File: src/rtl/mux_rr_arbiter_pkg.sv
// Shared constants, state type and helpers for the 4-way round-robin mux arbiter.
package mux_arb_pkg;

  localparam int NUM_REQ = 4;
  localparam int SEL_W   = 2;

  typedef enum logic {IDLE, GRANT} arb_state_t;

  // One-hot grant vector for a requester index.
  function automatic logic [NUM_REQ-1:0] onehot(input logic [SEL_W-1:0] idx);
    return NUM_REQ'(1) << idx;
  endfunction

endpackage

File: src/rtl/mux_rr_arbiter_if.sv
// Request/grant bundle between the requesters and the mux arbiter.
// master: requester side (drives req). slave: arbiter side (drives gnt/sel/valid).
interface mux_rr_arbiter_if;
  import mux_arb_pkg::*;

  logic [NUM_REQ-1:0] req;
  logic [NUM_REQ-1:0] gnt;
  logic [SEL_W-1:0]   sel;
  logic               valid;

  modport master (output req, input gnt, input sel, input valid);
  modport slave  (input req, output gnt, output sel, output valid);

endinterface

File: src/rtl/mux_rr_arbiter_rr_pick.sv
// Combinational round-robin pick: first set candidate scanning from last+1 with wrap.
module rr_pick
  import mux_arb_pkg::*;
(
  input  logic [NUM_REQ-1:0] cand,
  input  logic [SEL_W-1:0]   last,
  output logic [SEL_W-1:0]   win,
  output logic               any
);

  // Walk the scan order farthest-first so the nearest hit after 'last' overwrites.
  always_comb begin
    win = '0;
    any = 1'b0;
    for (int k = NUM_REQ; k >= 1; k--) begin
      if (cand[last + SEL_W'(k)]) begin
        win = last + SEL_W'(k);
        any = 1'b1;
      end
    end
  end

endmodule

File: src/rtl/mux_rr_arbiter.sv
// Round-robin arbiter driving the select of a 4:1 mux. Grant, select and valid are
// all registered; no combinational path from req to any output.
// Optional build macro MUX_ARB_HOLD_EN: limits an owner to MAX_HOLD consecutive cycles.
module mux_rr_arbiter
  import mux_arb_pkg::*;
#(
  parameter int MAX_HOLD = 4
) (
  input  logic        clk,
  input  logic        rst_n,
  mux_rr_arbiter_if.slave bus
);

  arb_state_t         state, state_d;
  logic [NUM_REQ-1:0] gnt, gnt_d;
  logic [SEL_W-1:0]   sel, sel_d;
  logic [SEL_W-1:0]   last, last_d;
  logic               valid, valid_d;
  logic [SEL_W-1:0]   win;
  logic               any;
  logic               release_own;

  rr_pick u_pick (
    .cand (bus.req),
    .last (last),
    .win  (win),
    .any  (any)
  );

`ifdef MUX_ARB_HOLD_EN
  localparam int CNT_W = $clog2(MAX_HOLD + 1);
  logic [CNT_W-1:0] cnt, cnt_d;

  // Owner lets go when it drops its request or has used up its hold budget.
  assign release_own = !bus.req[sel] || (cnt == CNT_W'(MAX_HOLD));
`else
  // Without a hold limit the owner keeps the mux until it drops its request.
  assign release_own = !bus.req[sel];
`endif

  // Next-state: grant from idle, hold, hand over on the same edge, or go idle.
  always_comb begin
    state_d = state;
    gnt_d   = gnt;
    sel_d   = sel;
    last_d  = last;
    valid_d = valid;
`ifdef MUX_ARB_HOLD_EN
    cnt_d   = cnt;
`endif
    if (state == IDLE || release_own) begin
      if (any) begin
        state_d = GRANT;
        gnt_d   = onehot(win);
        sel_d   = win;
        last_d  = win;
        valid_d = 1'b1;
`ifdef MUX_ARB_HOLD_EN
        cnt_d   = CNT_W'(1);
`endif
      end else begin
        // sel/last retained so the rotation point survives an idle gap.
        state_d = IDLE;
        gnt_d   = '0;
        valid_d = 1'b0;
      end
    end
`ifdef MUX_ARB_HOLD_EN
    else if (cnt != '1) begin
      cnt_d = cnt + CNT_W'(1);
    end
`endif
  end

  // State and output registers; last resets to 3 so requester 0 goes first.
  always_ff @(posedge clk or negedge rst_n) begin
    if (!rst_n) begin
      state <= IDLE;
      gnt   <= '0;
      sel   <= '0;
      last  <= SEL_W'(NUM_REQ - 1);
      valid <= 1'b0;
`ifdef MUX_ARB_HOLD_EN
      cnt   <= '0;
`endif
    end else begin
      state <= state_d;
      gnt   <= gnt_d;
      sel   <= sel_d;
      last  <= last_d;
      valid <= valid_d;
`ifdef MUX_ARB_HOLD_EN
      cnt   <= cnt_d;
`endif
    end
  end

  assign bus.gnt   = gnt;
  assign bus.sel   = sel;
  assign bus.valid = valid;

endmodule

File: src/flat_wrapper.sv
// flat-port wrapper written by rule: the top's interface ports become plain ports
module mux_rr_arbiter_flat import mux_arb_pkg::*;
#(
  parameter int MAX_HOLD = 4
)
  (clk, rst_n, bus_req, bus_gnt, bus_sel, bus_valid);
  mux_rr_arbiter_if bus_i ();
  input  logic clk;
  input  logic rst_n;
  input wire logic [$bits(bus_i.req)-1:0] bus_req;
  output wire logic [$bits(bus_i.gnt)-1:0] bus_gnt;
  output wire logic [$bits(bus_i.sel)-1:0] bus_sel;
  output wire logic [$bits(bus_i.valid)-1:0] bus_valid;
  assign bus_i.req = bus_req;
  assign bus_gnt = bus_i.gnt;
  assign bus_sel = bus_i.sel;
  assign bus_valid = bus_i.valid;
  mux_rr_arbiter #(.MAX_HOLD(MAX_HOLD)) u_core (.clk(clk), .rst_n(rst_n), .bus(bus_i));
endmodule
File: config.mk
export PLATFORM = sky130hd
export DESIGN_NAME = mux_rr_arbiter_flat
export DESIGN_NICKNAME = d
export VERILOG_FILES = /design/src/rtl/mux_rr_arbiter_pkg.sv /design/src/rtl/mux_rr_arbiter_if.sv /design/src/rtl/mux_rr_arbiter_rr_pick.sv /design/src/rtl/mux_rr_arbiter.sv /design/src/flat_wrapper.sv
export SDC_FILE = /design/constraint.sdc
export NUM_CORES = 1
export LEC_CHECK = 0
export ABC_AREA = 1
export BUFFER_PORTS_ARGS = -buffer_cell sky130_fd_sc_hd__buf_2
export CORE_AREA = 10 10 47 49
export CTS_BUF_LIST = sky130_fd_sc_hd__clkbuf_16
export CTS_CLUSTER_SIZE = 12
export DETAILED_ROUTE_END_ITERATION = 6
export DIE_AREA = 0 0 57 59
export PLACE_DENSITY_LB_ADDON = 0.1
export SLEW_MARGIN = 30
export SYNTH_ARGS = -nofsm -noshare
export SYNTH_HDL_FRONTEND = slang
export SYNTH_HIERARCHICAL = 1
export SYNTH_SLANG_ARGS = --single-unit
File: constraint.sdc
create_clock -name clk -period 4.7 [get_ports clk]
set_input_delay 0.94 -clock clk [delete_from_list [all_inputs] [get_ports clk]]
set_output_delay 0.94 -clock clk [all_outputs]
set_load 0.01 [all_outputs]
### Word-level counts from Yosys, hierarchy flattened

Index checks and enable logic that the tools add are counted.

* register bits after elaboration: 9
* bits in latches: 0
* bits in writable memories: 0
* bits in read-only memories: 0
* input port bits: 6
* output and inout bits: 7
* word-level logic and storage cells: 37
* memories: 0

* $add $sub $neg: 3
* multipliers: 0
* div/mod/pow operators: 0
* order comparisons: 5
* equality and inequality tests: 0
* shift-type cells: 1
* muxes and demuxes: 20
* bitwise operators: 1
* reductions and logical operators: 3

Operators by type and width (count)
* 2-bit by 3-bit less-than comparator with 1-bit output, second input constant: 5
* 1-bit binary-select mux with 2-bit select: 5
* 1-bit two-way mux: 10
* 2-bit two-way mux: 4
* 2-bit adder, second input constant: 2
* 4-bit two-way mux: 1
* 1-bit by 2-bit << shifter with 4-bit output, first input constant: 1
* 2-bit by 1-bit adder with 2-bit output, second input constant: 1
* 2-bit AND reduction: 1
* 1-bit zero test: 1
* 1-bit logical OR: 1
* 1-bit inverter: 1

### Depth between registers and ports, before layout

* word-level depth: 8
* gate-level depth with buffers: 15
* depth with buffers taken out: 14

### By module

The synthesis kept the hierarchy.

By module, submodules not included
* mux_rr_arbiter: times used 1, cells an instance 55, area an instance 435.4 um^2, sequential area each 227.7 um^2
* rr_pick: times used 1, cells an instance 49, area an instance 226.5 um^2, sequential area each 0.0 um^2

### Worst setup path after synthesis

Ideal clock, no wire load.

* path type: input to register
* start: input port bus_req[1]
* end: register u_core.gnt[1], in the netlist u_core/bus.gnt[1]
* arrival: 1.791 ns
* data required time: 4.634 ns
* slack: 2.843 ns
* stages: 12
* cells stage by stage: inv_1 > o21ai_2 > nand2_1 > nand2_1 > nand2_1 > nand2_1 > nand2_1 > nand2_1 > inv_1 > nor3_1 > nand2_1 > nand2_1

* word-level cells in the longest chain between the ends: 8
* elaborated cells on any way between the ends: 22
* those cells by class: shift (1); mux (19); reduce/logical (2)

RTL lines
* start: declaration: line flat_wrapper.sv:10 `input wire logic [$bits(bus_i.req)-1:0] bus_req;`
* 1-bit binary-select mux with 2-bit select: line mux_rr_arbiter_rr_pick.sv:16 `if (cand[last + SEL_W'(k)]) begin`
* 1-bit two-way mux (implied by the code): line mux_rr_arbiter_rr_pick.sv:16
* 2-bit two-way mux (3 in a row): line mux_rr_arbiter_rr_pick.sv:16
* 2-bit two-way mux *: line mux_rr_arbiter_rr_pick.sv:16
* via u_core.win[0]: line mux_rr_arbiter.sv:19 `logic [SEL_W-1:0] win;`
* 1-bit by 2-bit << shifter with 4-bit output *: line mux_rr_arbiter_pkg.sv:11 `return NUM_REQ'(1) << idx;`
* 4-bit two-way mux *: line mux_rr_arbiter.sv:52 `if (any) begin`
* end signal: assignment: line mux_rr_arbiter.sv:88 `gnt <= gnt_d;`
* end: declaration: line mux_rr_arbiter.sv:15 `logic [NUM_REQ-1:0] gnt, gnt_d;`

Mark *: on every way through the listed nets, which the timed path passes. The rest lies on a longest branch. The select of a mux whose other input is x is not followed.
A chain may end at the register's enable or synchronous reset.

### Final worst setup path

Ends and elaborated chain as after synthesis.

==> metrics <==
postcts setup bufs=0; worst path cell trace=buf_2, inv_1, nand2_1, nand3_1, nand2_1, inv_1, nand2_1, nand2_1, nand2_1, nand2_1, inv_1, nor3_1, nand2_1, nand2_1; # diodes=0; routed len/inst=10.0 um; final hold violations=0; clock power share=21.6%; DR pass1 iterations=4; Hold Slack=499 ps; CP bufs+invs=4; CP most frequent cell=nand2_1; Synth Area in Simple Gates=52.4%; area of the core=1400 sq um; RSZ-0062 raised after global routing=no; Setup TNS=0 ps; dominant cells by area after synthesis=nand2_1 (29%), dfrtp_1 (26%), inv_1 (8.5%); post-route cell area=810 sq um; # DRC=0; fin util=57.8%; post-synthesis adder-cell area fraction=0%; post-layout minimum cycle time=1870 ps; TritonCTS clock tree=built; Syn Nets=110; mux contribution to synthesized area=0%; NetSw=0.303 mW; largest family of logic cells by synthesized area=simple AND/OR/NAND/NOR gates; Clock Latency Late Sink=230 ps; DR vias/cell=4.68; Req. time, crit path=4870 ps; Synth cell types=15; Yosys top cell area share=28.9%; Total GRT Usage=9.00%; initial antenna violation count=0; final wirelength=1350 um; vias in the first global route=606; first-pass GRT wire length=2440 um; DR vias=632; internal power=0.362 mW; switch share=45.6%; XOR/XNOR Fraction of Synth Area=0%; Syn Area/Cell=6.36 sq um; endpoints failing setup=0; Gate Count Post-Synth=104; GP Congestion=0.867; Critical Path Max Stage Delay=170 ps; full die area=3360 sq um; nets@finish=126; Setup Crit Path Kind=in2reg; Final period util=39.9%; CP Capture Type=register; setup ws final=2830 ps; DR iter-0 viols=7; crit-path max FO=4; Final Max Tran Viols=0; die width=57 um; pin count of the biggest net entering global routing=10; Power, Total=0.665 mW; pwr/cell area=822 nW/um^2; delay-heaviest family, CP=simple AND/OR/NAND/NOR gates; Synth Area in Compound Gates=1.32%; Remaining Overflow, GRT=0; Synth Register Bits=9; area grow syn2layout=22.3%; top cell type by total area after synthesis=nand2_1; placed cell area=731 sq um; Initial Util=47.2%; # IOs=13; critical path's slowest cell=nor3_1; Clock Tree Root=clkbuf_16; Worst slew margin=83.9%; fraction of layout instances using a drive strength above 1=24.4%; die height=59 um; cts bufs inserted=3; number of I/O port buffers=12; Syn. warnings=6; Routed Antenna Nets=0; share of power burned in registers=23.6%; run status=finished clean; Max Clock Skew=0.956 ps; Min-Delay Startpoint=u_core/last[1]$_DFFE_PN1P_; Place WS=2580 ps; Detail Placement HPWL=1100 um; Synth Cell Area=662 sq um; max-cap violations=0; leakage power=0.505 nW; Worst-path clk slew=40 ps; Seq/Total Area, Yosys=34.4%; Highest Clock Rate=0.534 GHz; maximum VDD drop=0.000463 V; CP startpoint kind=primary input; combinational share of power=54.8%; Placed Instances=131; clock buffer depth=2; H-Tree Depth=1; CTS Sinks=9; CP arrival=2040 ps; hold buffers post-CTS=0; Hold Crit Class=reg2reg; CP startpoint=bus_req[1]; Finished Layout Cells=135; Resized cells post-CTS=0; worst slew pin tran=242 ps; reg2reg start=u_core/last[0]$_DFFE_PN1P_; row cnt=14
## path summary, 6_finish.rpt
path	to	cells after the start	slack (ps)
worst max-delay path	u_core/bus.gnt[1]$_DFFE_PN0P_	14	2830
worst min-delay path	u_core/last[1]$_DFFE_PN1P_	2	500
worst max register to register	u_core/bus.gnt[1]$_DFFE_PN0P_	11	2980
worst min register to register	u_core/last[1]$_DFFE_PN1P_	2	500
max in group asynchronous	u_core/last[1]$_DFFE_PN1P_	1	3920
min in group asynchronous	u_core/bus.sel[0]$_DFFE_PN0P_	1	540
## placed cells by master (no fill, tap or decap), drive strengths merged
master / n
and2: 1
buf: 12
clkbuf: 3
dfrtp: 7
dfstp: 2
inv: 17
nand2: 58
nand3: 12
nor2: 4
nor3: 2
o21ai: 1
## kinds of logic after synthesis
| logic type | Yosys count |
|---|---|
| DFF | 9 |
| AOI/OAI and AO/OA | 1 |
| and+or+nand+nor | 77 |
| buffers and inverters | 17 |
## power by group through the flow
stage | logic [mW] | registers [mW] | clock network, mW
6_report | 0.364 | 0.157 | 0.144
5_1_grt | 0.428 | 0.164 | 0.152
4_1_cts | 0.370 | 0.158 | 0.147
3_5_place_dp | 0.367 | 0.158 | 0
3_3_place_gp | 0.362 | 0.156 | 0
2_1_floorplan | 0.296 | 0.153 | 0
## layout make-up
class                      count  area, sq um
multi-input combinational     78          355
inverter                      16         67.6
clock inverter                 1         3.75
fill                         148          592
timing repair buffer          12         60.1
tap                           16         20.0
clock buffer                   3         75.1
sequential                     9          228
## routing by layer
metal / up-vias / global-route usage, % / routed length (um)
li1: 343 / - / -
met2: 7 / 15.0 / 695
met4: 0 / 7.05 / 28
met5: - / 0 / 0
met1: 279 / 9.66 / 588
met3: 3 / 1.93 / 40
## cells in the mapped netlist
cell,instances
nand3_1,11
dfrtp_1,7
nor2_2,1
nand2_4,2
nor3_1,2
nand2_2,5
dfstp_2,2
and2_4,1
nand3_2,1
inv_1,15
inv_8,1
o21ai_2,1
buf_6,1
nand2_1,51
nor2_1,3
## state kept, by name, summed over array words and instances, names as in the netlist
name            flops
u_core/last         2
u_core/bus.gnt      4
u_core/bus.sel      2
u_core/state        1
## worst register-to-register path: cells and delay by family (launching register included)
kind,cells,cell delay (ps)
buf+inv,2,140
simple gates,9,860
flops,1,660
Power figures use the tool's default switching activity.
